File: config.mk
export PLATFORM = sky130hd
export DESIGN_NAME = naive_intt_seq_flat
export DESIGN_NICKNAME = d
export VERILOG_FILES = /design/src/rtl/naive_intt_seq_if.sv /design/src/rtl/naive_intt_seq.sv /design/src/flat_wrapper.sv
export SDC_FILE = /design/constraint.sdc
export NUM_CORES = 2
export LEC_CHECK = 0
export CORE_AREA = 5 5 536 538
export DETAILED_ROUTE_END_ITERATION = 12
export DIE_AREA = 0 0 541 543
export GPL_TIMING_DRIVEN = 0
export SLEW_MARGIN = 20
export SYNTH_ARGS = -nofsm -noshare
export SYNTH_HDL_FRONTEND = slang
export SYNTH_SLANG_ARGS = --single-unit
File: constraint.sdc
create_clock -name clk -period 53.6 [get_ports clk]
set_clock_uncertainty 0.15 [all_clocks]
set_input_delay 10.72 -clock clk [delete_from_list [all_inputs] [get_ports clk]]
set_output_delay 10.72 -clock clk [all_outputs]
set_load 0.005 [all_outputs]
File: src/rtl/naive_intt_seq_if.sv
// Handshake and data bundle for naive_intt_seq: input bundle, modulus parameters and result.
// The bit-reversed input option (INTT_BITREV_IN_EN) lives in the core, not here.
interface naive_intt_seq_if #(
  parameter int unsigned W = 8,
  parameter int unsigned N = 8
);
  logic           in_valid;
  logic           in_ready;
  logic [N*W-1:0] data_in;
  logic [W-1:0]   omega_inv;
  logic [W-1:0]   n_inv;
  logic [W-1:0]   mod;
  logic           out_valid;
  logic           out_ready;
  logic [N*W-1:0] data_out;
  logic           busy;
  logic           err;

  modport master (
    output in_valid, data_in, omega_inv, n_inv, mod, out_ready,
    input  in_ready, out_valid, data_out, busy, err
  );

  modport slave (
    input  in_valid, data_in, omega_inv, n_inv, mod, out_ready,
    output in_ready, out_valid, data_out, busy, err
  );
endinterface

File: src/rtl/naive_intt_seq.sv
// Sequential naive inverse NTT using a single modular MAC over N*(N+1) cycles.
// Optional INTT_BITREV_IN_EN: input slot j carries X[bitrev(j)]; output is always natural order.
module naive_intt_seq #(
  parameter int unsigned W = 8,
  parameter int unsigned N = 8
) (
  input logic              clk,
  input logic              rst,
  naive_intt_seq_if.slave  bus
);

  localparam int unsigned CW = (N > 1) ? $clog2(N) : 1;

  typedef enum logic [1:0] {StIdle, StMac, StScale, StDone} state_e;

  state_e        state_q, state_d;
  logic [W-1:0]  q_q, q_d;
  logic [W-1:0]  winv_q, winv_d;
  logic [W-1:0]  ninv_q, ninv_d;
  logic [W-1:0]  acc_q, acc_d;
  logic [W-1:0]  tw_q, tw_d;
  logic [W-1:0]  step_q, step_d;
  logic [CW-1:0] i_q, i_d;
  logic [CW-1:0] j_q, j_d;
  logic          err_q, err_d;
  logic [W-1:0]  x_q [N];
  logic [W-1:0]  x_d [N];
  logic [W-1:0]  res_q [N];
  logic [W-1:0]  res_d [N];

  logic [2*W-1:0] mac_prod, tw_prod, step_prod, scale_prod;
  logic [2*W:0]   mac_sum;

  // Full-width remainder; a modulus below 2 forces every stored value to zero.
  function automatic logic [W-1:0] red(input logic [2*W:0] v, input logic [W-1:0] m);
    if (m < W'(2)) return '0;
    return W'(v % (2*W+1)'(m));
  endfunction

  function automatic logic [CW-1:0] load_idx(input logic [CW-1:0] slot);
`ifdef INTT_BITREV_IN_EN
    logic [CW-1:0] r;
    for (int b = 0; b < int'(CW); b++) r[b] = slot[int'(CW) - 1 - b];
    return r;
`else
    return slot;
`endif
  endfunction

  always_comb begin
    mac_prod   = (2*W)'(x_q[j_q]) * (2*W)'(tw_q);
    mac_sum    = (2*W+1)'(acc_q) + (2*W+1)'(mac_prod);
    tw_prod    = (2*W)'(tw_q) * (2*W)'(step_q);
    step_prod  = (2*W)'(step_q) * (2*W)'(winv_q);
    scale_prod = (2*W)'(acc_q) * (2*W)'(ninv_q);
  end

  always_comb begin
    state_d = state_q;
    q_d     = q_q;
    winv_d  = winv_q;
    ninv_d  = ninv_q;
    acc_d   = acc_q;
    tw_d    = tw_q;
    step_d  = step_q;
    i_d     = i_q;
    j_d     = j_q;
    err_d   = err_q;
    for (int k = 0; k < int'(N); k++) begin
      x_d[k]   = x_q[k];
      res_d[k] = res_q[k];
    end

    case (state_q)
      StIdle: begin
        if (bus.in_valid) begin
          q_d    = bus.mod;
          winv_d = red((2*W+1)'(bus.omega_inv), bus.mod);
          ninv_d = red((2*W+1)'(bus.n_inv), bus.mod);
          for (int k = 0; k < int'(N); k++) begin
            x_d[load_idx(CW'(k))] = red((2*W+1)'(bus.data_in[W*k +: W]), bus.mod);
          end
          acc_d   = '0;
          tw_d    = W'(bus.mod >= W'(2));
          step_d  = W'(bus.mod >= W'(2));
          i_d     = '0;
          j_d     = '0;
          err_d   = bus.mod < W'(2);
          state_d = StMac;
        end
      end
      StMac: begin
        acc_d = red(mac_sum, q_q);
        tw_d  = red((2*W+1)'(tw_prod), q_q);
        j_d   = j_q + CW'(1);
        if (j_q == CW'(N - 1)) state_d = StScale;
      end
      StScale: begin
        res_d[i_q] = red((2*W+1)'(scale_prod), q_q);
        acc_d      = '0;
        tw_d       = W'(q_q >= W'(2));
        step_d     = red((2*W+1)'(step_prod), q_q);
        j_d        = '0;
        if (i_q == CW'(N - 1)) begin
          state_d = StDone;
        end else begin
          i_d     = i_q + CW'(1);
          state_d = StMac;
        end
      end
      StDone: begin
        if (bus.out_ready) state_d = StIdle;
      end
      default: state_d = StIdle;
    endcase
  end

  always_ff @(posedge clk or posedge rst) begin
    if (rst) begin
      state_q <= StIdle;
      q_q     <= '0;
      winv_q  <= '0;
      ninv_q  <= '0;
      acc_q   <= '0;
      tw_q    <= '0;
      step_q  <= '0;
      i_q     <= '0;
      j_q     <= '0;
      err_q   <= 1'b0;
      for (int k = 0; k < int'(N); k++) begin
        x_q[k]   <= '0;
        res_q[k] <= '0;
      end
    end else begin
      state_q <= state_d;
      q_q     <= q_d;
      winv_q  <= winv_d;
      ninv_q  <= ninv_d;
      acc_q   <= acc_d;
      tw_q    <= tw_d;
      step_q  <= step_d;
      i_q     <= i_d;
      j_q     <= j_d;
      err_q   <= err_d;
      for (int k = 0; k < int'(N); k++) begin
        x_q[k]   <= x_d[k];
        res_q[k] <= res_d[k];
      end
    end
  end

  always_comb begin
    for (int k = 0; k < int'(N); k++) bus.data_out[W*k +: W] = res_q[k];
    bus.in_ready  = (state_q == StIdle);
    bus.busy      = (state_q == StMac) || (state_q == StScale);
    bus.out_valid = (state_q == StDone);
    bus.err       = (state_q == StDone) && err_q;
  end

endmodule
File: src/flat_wrapper.sv
// flat-port wrapper written by rule: the top's interface ports become plain ports
module naive_intt_seq_flat 
#(
  parameter int unsigned W = 8,
  parameter int unsigned N = 8
)
  (clk, rst, bus_in_valid, bus_data_in, bus_omega_inv, bus_n_inv, bus_mod, bus_out_ready, bus_in_ready, bus_out_valid, bus_data_out, bus_busy, bus_err);
  naive_intt_seq_if #(.W(W), .N(N)) bus_i ();
  input logic clk;
  input logic rst;
  input wire logic [$bits(bus_i.in_valid)-1:0] bus_in_valid;
  input wire logic [$bits(bus_i.data_in)-1:0] bus_data_in;
  input wire logic [$bits(bus_i.omega_inv)-1:0] bus_omega_inv;
  input wire logic [$bits(bus_i.n_inv)-1:0] bus_n_inv;
  input wire logic [$bits(bus_i.mod)-1:0] bus_mod;
  input wire logic [$bits(bus_i.out_ready)-1:0] bus_out_ready;
  output wire logic [$bits(bus_i.in_ready)-1:0] bus_in_ready;
  output wire logic [$bits(bus_i.out_valid)-1:0] bus_out_valid;
  output wire logic [$bits(bus_i.data_out)-1:0] bus_data_out;
  output wire logic [$bits(bus_i.busy)-1:0] bus_busy;
  output wire logic [$bits(bus_i.err)-1:0] bus_err;
  assign bus_i.in_valid = bus_in_valid;
  assign bus_i.data_in = bus_data_in;
  assign bus_i.omega_inv = bus_omega_inv;
  assign bus_i.n_inv = bus_n_inv;
  assign bus_i.mod = bus_mod;
  assign bus_i.out_ready = bus_out_ready;
  assign bus_in_ready = bus_i.in_ready;
  assign bus_out_valid = bus_i.out_valid;
  assign bus_data_out = bus_i.data_out;
  assign bus_busy = bus_i.busy;
  assign bus_err = bus_i.err;
  naive_intt_seq #(.W(W), .N(N)) u_core (.clk(clk), .rst(rst), .bus(bus_i));
endmodule
Word level (Yosys, flattened, before mapping). Index checks and enable logic that the tools add are counted.

Bits in registers: 185. Logic and storage cells: 119. Bits of input ports: 92.

Bitwise operators: 2. Add/sub/neg operators: 3. $mul: 4. Mux-type cells: 43. Equality and inequality tests: 9. Reductions and logical operators: 11. Divide/modulo/power cells: 14. $lt $le $gt $ge: 7.

Operator list (number): $mux 8 (22); $mod 8x8->17 (10); $bwmux 64 (1); $mul 8x8->16 (4); $mod 16x8->17 (3); $pmux 8 s3 (2); $bmux 8 s3 (1); $demux 8 s3 (1); $add 8x16->17 (1); $mod 17x8->17 (1); $ge 8x2->1 const B (2); $lt 8x2->1 const B (2); $pmux 8 s2 (1); $pmux 3 s3 (1); $ge 4x4->1 const B (2); $mux 2 (4); $not 3->4 (2); $pmux 2 s4 (1); $add 3x1->3 const B (2); $eq 3x3->1 const B (2); $mux 1 (6); $mux 3 (2); $ne 2x2->1 const B (3); $pmux 3 s2 (1); 11 further kinds (16).

Depth between registers and ports, before layout.
Depth in word-level cells: 9. Depth in mapped cells: 195. Mapped depth without buffers: 185.

Worst setup path after synthesis. No wires, ideal clock.

Kind: in2reg. From: in bus_mod[2]. To: reg u_core.x_q[8] (netlist name). Setup time: 0.121 ns. Slack: 7.287 ns. Arrival time: 46.042 ns. Cell stages on the path: 150. Cell sequence: clkinv_1 ha_1 o211ai_1 a211o_1 o32ai_1 ha_1 or3_1 o22a_1 mux2_2 ha_1 or3_1 o221ai_1 a21oi_1 mux2_2 ha_1 o21ai_0 a22oi_1 a41oi_1 [114 not listed] inv_1 ha_1 nor2b_1 o21ai_0 nand2b_1 a21o_1 a21o_1 a21o_1 a21oi_1 o21ai_0 a221oi_1 o21ai_0 a21oi_1 o2111ai_1 a2111oi_0 o311ai_2 mux2i_1 a22o_1.

Longest elaborated chain between the ends: 5. Elaborated cells on any way between the ends: 6. Those cells by class: div (1); order compare (1); mux (4).

Ends and longest elaborated chain: start, declared (RTL line flat_wrapper.sv:15) `input wire logic [$bits(bus_i.mod)-1:0] bus_mod;`; parallel branches: the longest is 4 deep, another holds $mod 8x8->17; $mux 8 * (RTL line naive_intt_seq.sv:37) `return W'(v % (2*W+1)'(m));`; end signal, assigned by index (RTL line naive_intt_seq.sv:146) `x_q[k] <= x_d[k];`; end, declared (RTL line naive_intt_seq.sv:26) `logic [W-1:0] x_q [N];`.

Every way passes the cells marked *. The select of a mux whose other input is x is not followed. A chain may end at the register's enable or synchronous reset.

Worst setup path after layout.
From: in bus_mod[2]. To: reg u_core.x_q[6] (netlist name).

The elaborated chain is that of the path after synthesis.

==> out/metrics.yaml <==
hold_viol_final: 0
cts_buffers: 17
route.detailed.drc: 0
vias: 99481
setup_tns_ps: 0
clk_path_buf_depth: 2
status: "complete, no violations"
netlist_area_um2: 98100
postRouteAntennaNets: 0
yosysWarnings: 0
fmax_mhz: 19.8
core_um2: 282000
gp_congestion: 0.881
cp_num_buf_inv: 24
grt.total_usage: 0.199
cts_tree: "built"
clock-sinks: 185
finish.net_count: 15501
first_pass_iters: 6
drive_gt1_frac: 0.0626
max_stage_delay_ps: 700
rsz0062_at_grt: "false"
async_flop_share: 1.00
syn_area_per_cell_um2: 7.40
grt_max_degree: 73
critPathKind: "input pin to register"
clock_latency_ps: 500
required_ps: 53810
ys_types: 135
syn2layout_area_growth_pct: 8.33
yosys_register_bits: 185
first_global_vias: 92821
synth_flop_cell: "dfrtp_1"
crit_family: "compound AO/OA/AOI/OAI gates"
synth_edf_count: 0
path_clk_slew_ps: 80
worstPathMaxFanout: 56
setup_viol: 0
wl_um: 307000
cp_data_arrival_time_ps: 50760
die_y_um: 543
antenna_found_initial: 13
syn_inst: 13259
die_area_um2: 294000
pin_count: 160
fin_crit_ps: 50540
h-tree-depth: 4
fp-row-count: 195
drt_iter0_drc: 5842
io_buffers: 157
wl_per_cell_um: 17.7
via_per_inst: 5.74
max_slew_margin: 0.224
cts_root_buf: "clkbuf_16"
dp_hpwl_um: 248000
grt_overflow: 0
tightest_slew_ps: 1130
yosysSeqAreaShare: 0.0472
cts_hold_buf: 0
slew_violations: 0
grt_pass1_wl_um: 490000
worst_path_most_repeated_cell: "o21a_1"
die_w_um: 541
min_path_type: "register to register"
endpoint_kind: "register"
startpoint_type: "input pin"
cap_violations: 0
finalCritPeriodShare: 0.943
cpMaxStageDelayCell: "clkdlybuf4s50_1"
start_util: 0.349
## layer usage
layer | track usage | share of wire | routed length (µm)
met1 | 0.265 | 0.47 | 145000
met2 | 0.350 | 0.47 | 143000
met3 | 0.0110 | 0.032 | 9780
met4 | 0.0541 | 0.029 | 8780
met5 | 0 | 0.000088 | 27
## flip-flops by register name (all words and copies together), names as in the netlist
register	cells
u_core.bus.data_out	64
u_core.x_q	64
u_core.acc_q	8
u_core.ninv_q	8
u_core.q_q	8
u_core.step_q	8
u_core.tw_q	8
u_core.winv_q	8
u_core.i_q	3
u_core.j_q	3
u_core.state_q	2
u_core.err_q	1
## layout by cell type (no fill, tap or decap), types with 87 or more instances in the layout
| master | instances |
|---|---|
| dfrtp_1 | 185 |
| o211ai_1 | 148 |
| o21a_1 | 825 |
| xnor2_1 | 361 |
| nor2_1 | 1154 |
| mux2i_1 | 257 |
| ha_1 | 1683 |
| and3_1 | 87 |
| xor2_1 | 188 |
| fa_1 | 166 |
| nand2_1 | 1123 |
| nand3_1 | 232 |
| a211oi_1 | 116 |
| a31oi_1 | 97 |
| nand4_1 | 133 |
| and2_1 | 238 |
| mux2_2 | 361 |
| or3_1 | 172 |
| nor3_1 | 912 |
| clkdlybuf4s50_1 | 155 |
| a21oi_1 | 733 |
| conb_1 | 93 |
| or2_2 | 161 |
| clkbuf_1 | 249 |
| inv_1 | 558 |
| o31ai_1 | 329 |
| nand2b_1 | 191 |
| a21o_1 | 334 |
| nor2b_1 | 166 |
| o21ai_0 | 687 |
## worst reg2reg max path, delay by kind of cell, from the launching register on
kind | cells | cell delay [ps]
flip-flops | 1 | 410
AND/OR/NAND/NOR | 43 | 9300
multiplexers | 5 | 2390
adder cells (fa/ha/maj) | 22 | 7790
buffers and inverters | 17 | 4550
AO/OA/AOI/OAI | 93 | 23260
## synth_stat cells, types with 36 or more instances
library cell | number | area [µm²]
a221oi_1 | 41 | 359
o211ai_1 | 148 | 1110
or4_1 | 38 | 285
ha_1 | 1683 | 21100
nand3_1 | 232 | 1160
a21oi_1 | 734 | 3670
nand2b_1 | 191 | 1190
xnor2_1 | 361 | 3160
nor4_1 | 78 | 488
nor3_1 | 915 | 4580
nand4_1 | 133 | 832
o21a_1 | 825 | 6190
o21bai_1 | 51 | 383
a211oi_1 | 116 | 871
o22ai_1 | 54 | 338
o31ai_1 | 330 | 2480
mux2i_1 | 258 | 2580
a21boi_0 | 51 | 383
nand2_1 | 1123 | 4220
or2_2 | 161 | 1010
and2_1 | 238 | 1490
or3_1 | 172 | 1080
a211o_1 | 43 | 377
o41ai_1 | 37 | 324
inv_1 | 572 | 2150
a21o_1 | 334 | 2510
and3_1 | 87 | 544
o31a_1 | 52 | 455
fa_1 | 166 | 3320
o2111ai_1 | 44 | 385
clkbuf_1 | 254 | 953
nor3b_1 | 36 | 270
mux2_2 | 361 | 4070
nor2_1 | 1154 | 4330
xor2_1 | 188 | 1650
dfrtp_1 | 185 | 4630
a31oi_1 | 97 | 607
nor2b_1 | 166 | 1040
buf_2 | 42 | 210
o21ai_0 | 688 | 3440
o211a_1 | 42 | 420
## cells by family after synthesis
logic type,Yosys count,share of synthesized area
multiplexers,639,0.0720
adder cells (fa/ha/maj),1859,0.249
flip-flops,185,0.0472
AO/OA/AOI/OAI,4209,0.299
buffers and inverters,904,0.0357
AND/OR/NAND/NOR,4913,0.248
XOR/XNOR,549,0.0490
other,1,0.0000382
## metrics by stage
step	util	setup slack, ps	std cells	instance area (µm²)	hold slack (ps)
after floorplan	-	7290	13351	98500	291
after detailed placement	0.375	3320	17284	106000	312
after global routing	0.378	85.5	17320	106000	350
after global placement	0.372	-5400	17251	105000	307
final	0.378	3060	17321	106000	330
after CTS	0.377	3690	17316	106000	335
## cell type report
cell class	instances	area, µm²
flip-flops and latches	185	4630
clock inverters	15	185
plain buffers	329	1350
repair buffers	190	2380
clock buffers	17	425
fillers	29872	175000
well taps	3743	4680
multi-input cells	12262	90400
diodes	5	12.5
inverters	575	2230
## final timing paths
| kind | endpoint | slack [ps] | cells past startpoint | startpoint |
|---|---|---|---|---|
| min in group asynchronous | u_core.x_q[1]$_DFFE_PP0P_ | 10660 | 2 | rst |
| min | u_core.bus.data_out[11]$_DFFE_PP0P_ | 330 | 2 | u_core.bus.data_out[11]$_DFFE_PP0P_ |
| max in group asynchronous | u_core.bus.data_out[16]$_DFFE_PP0P_ | 41900 | 3 | rst |
| max reg2reg | u_core.acc_q[0]$_DFFE_PP0P_ | 5680 | 180 | u_core.j_q[0]$_DFFE_PP0P_ |
| min reg2reg | u_core.bus.data_out[11]$_DFFE_PP0P_ | 330 | 2 | u_core.bus.data_out[11]$_DFFE_PP0P_ |
| max | u_core.x_q[6]$_DFFE_PP0P_ | 3060 | 163 | bus_mod[2] |
## what timing repair did
| action | CTS | global route |
|---|---|---|
| endpoints found under the setup margin | 0 | 1 |
| buffers inserted | 0 | 0 |
| gates resized for setup | 0 | 1 |
Power is left out: the tool's default activity adds up to more than one toggle a clock period on the data nets, which glitch-free logic cannot reach.
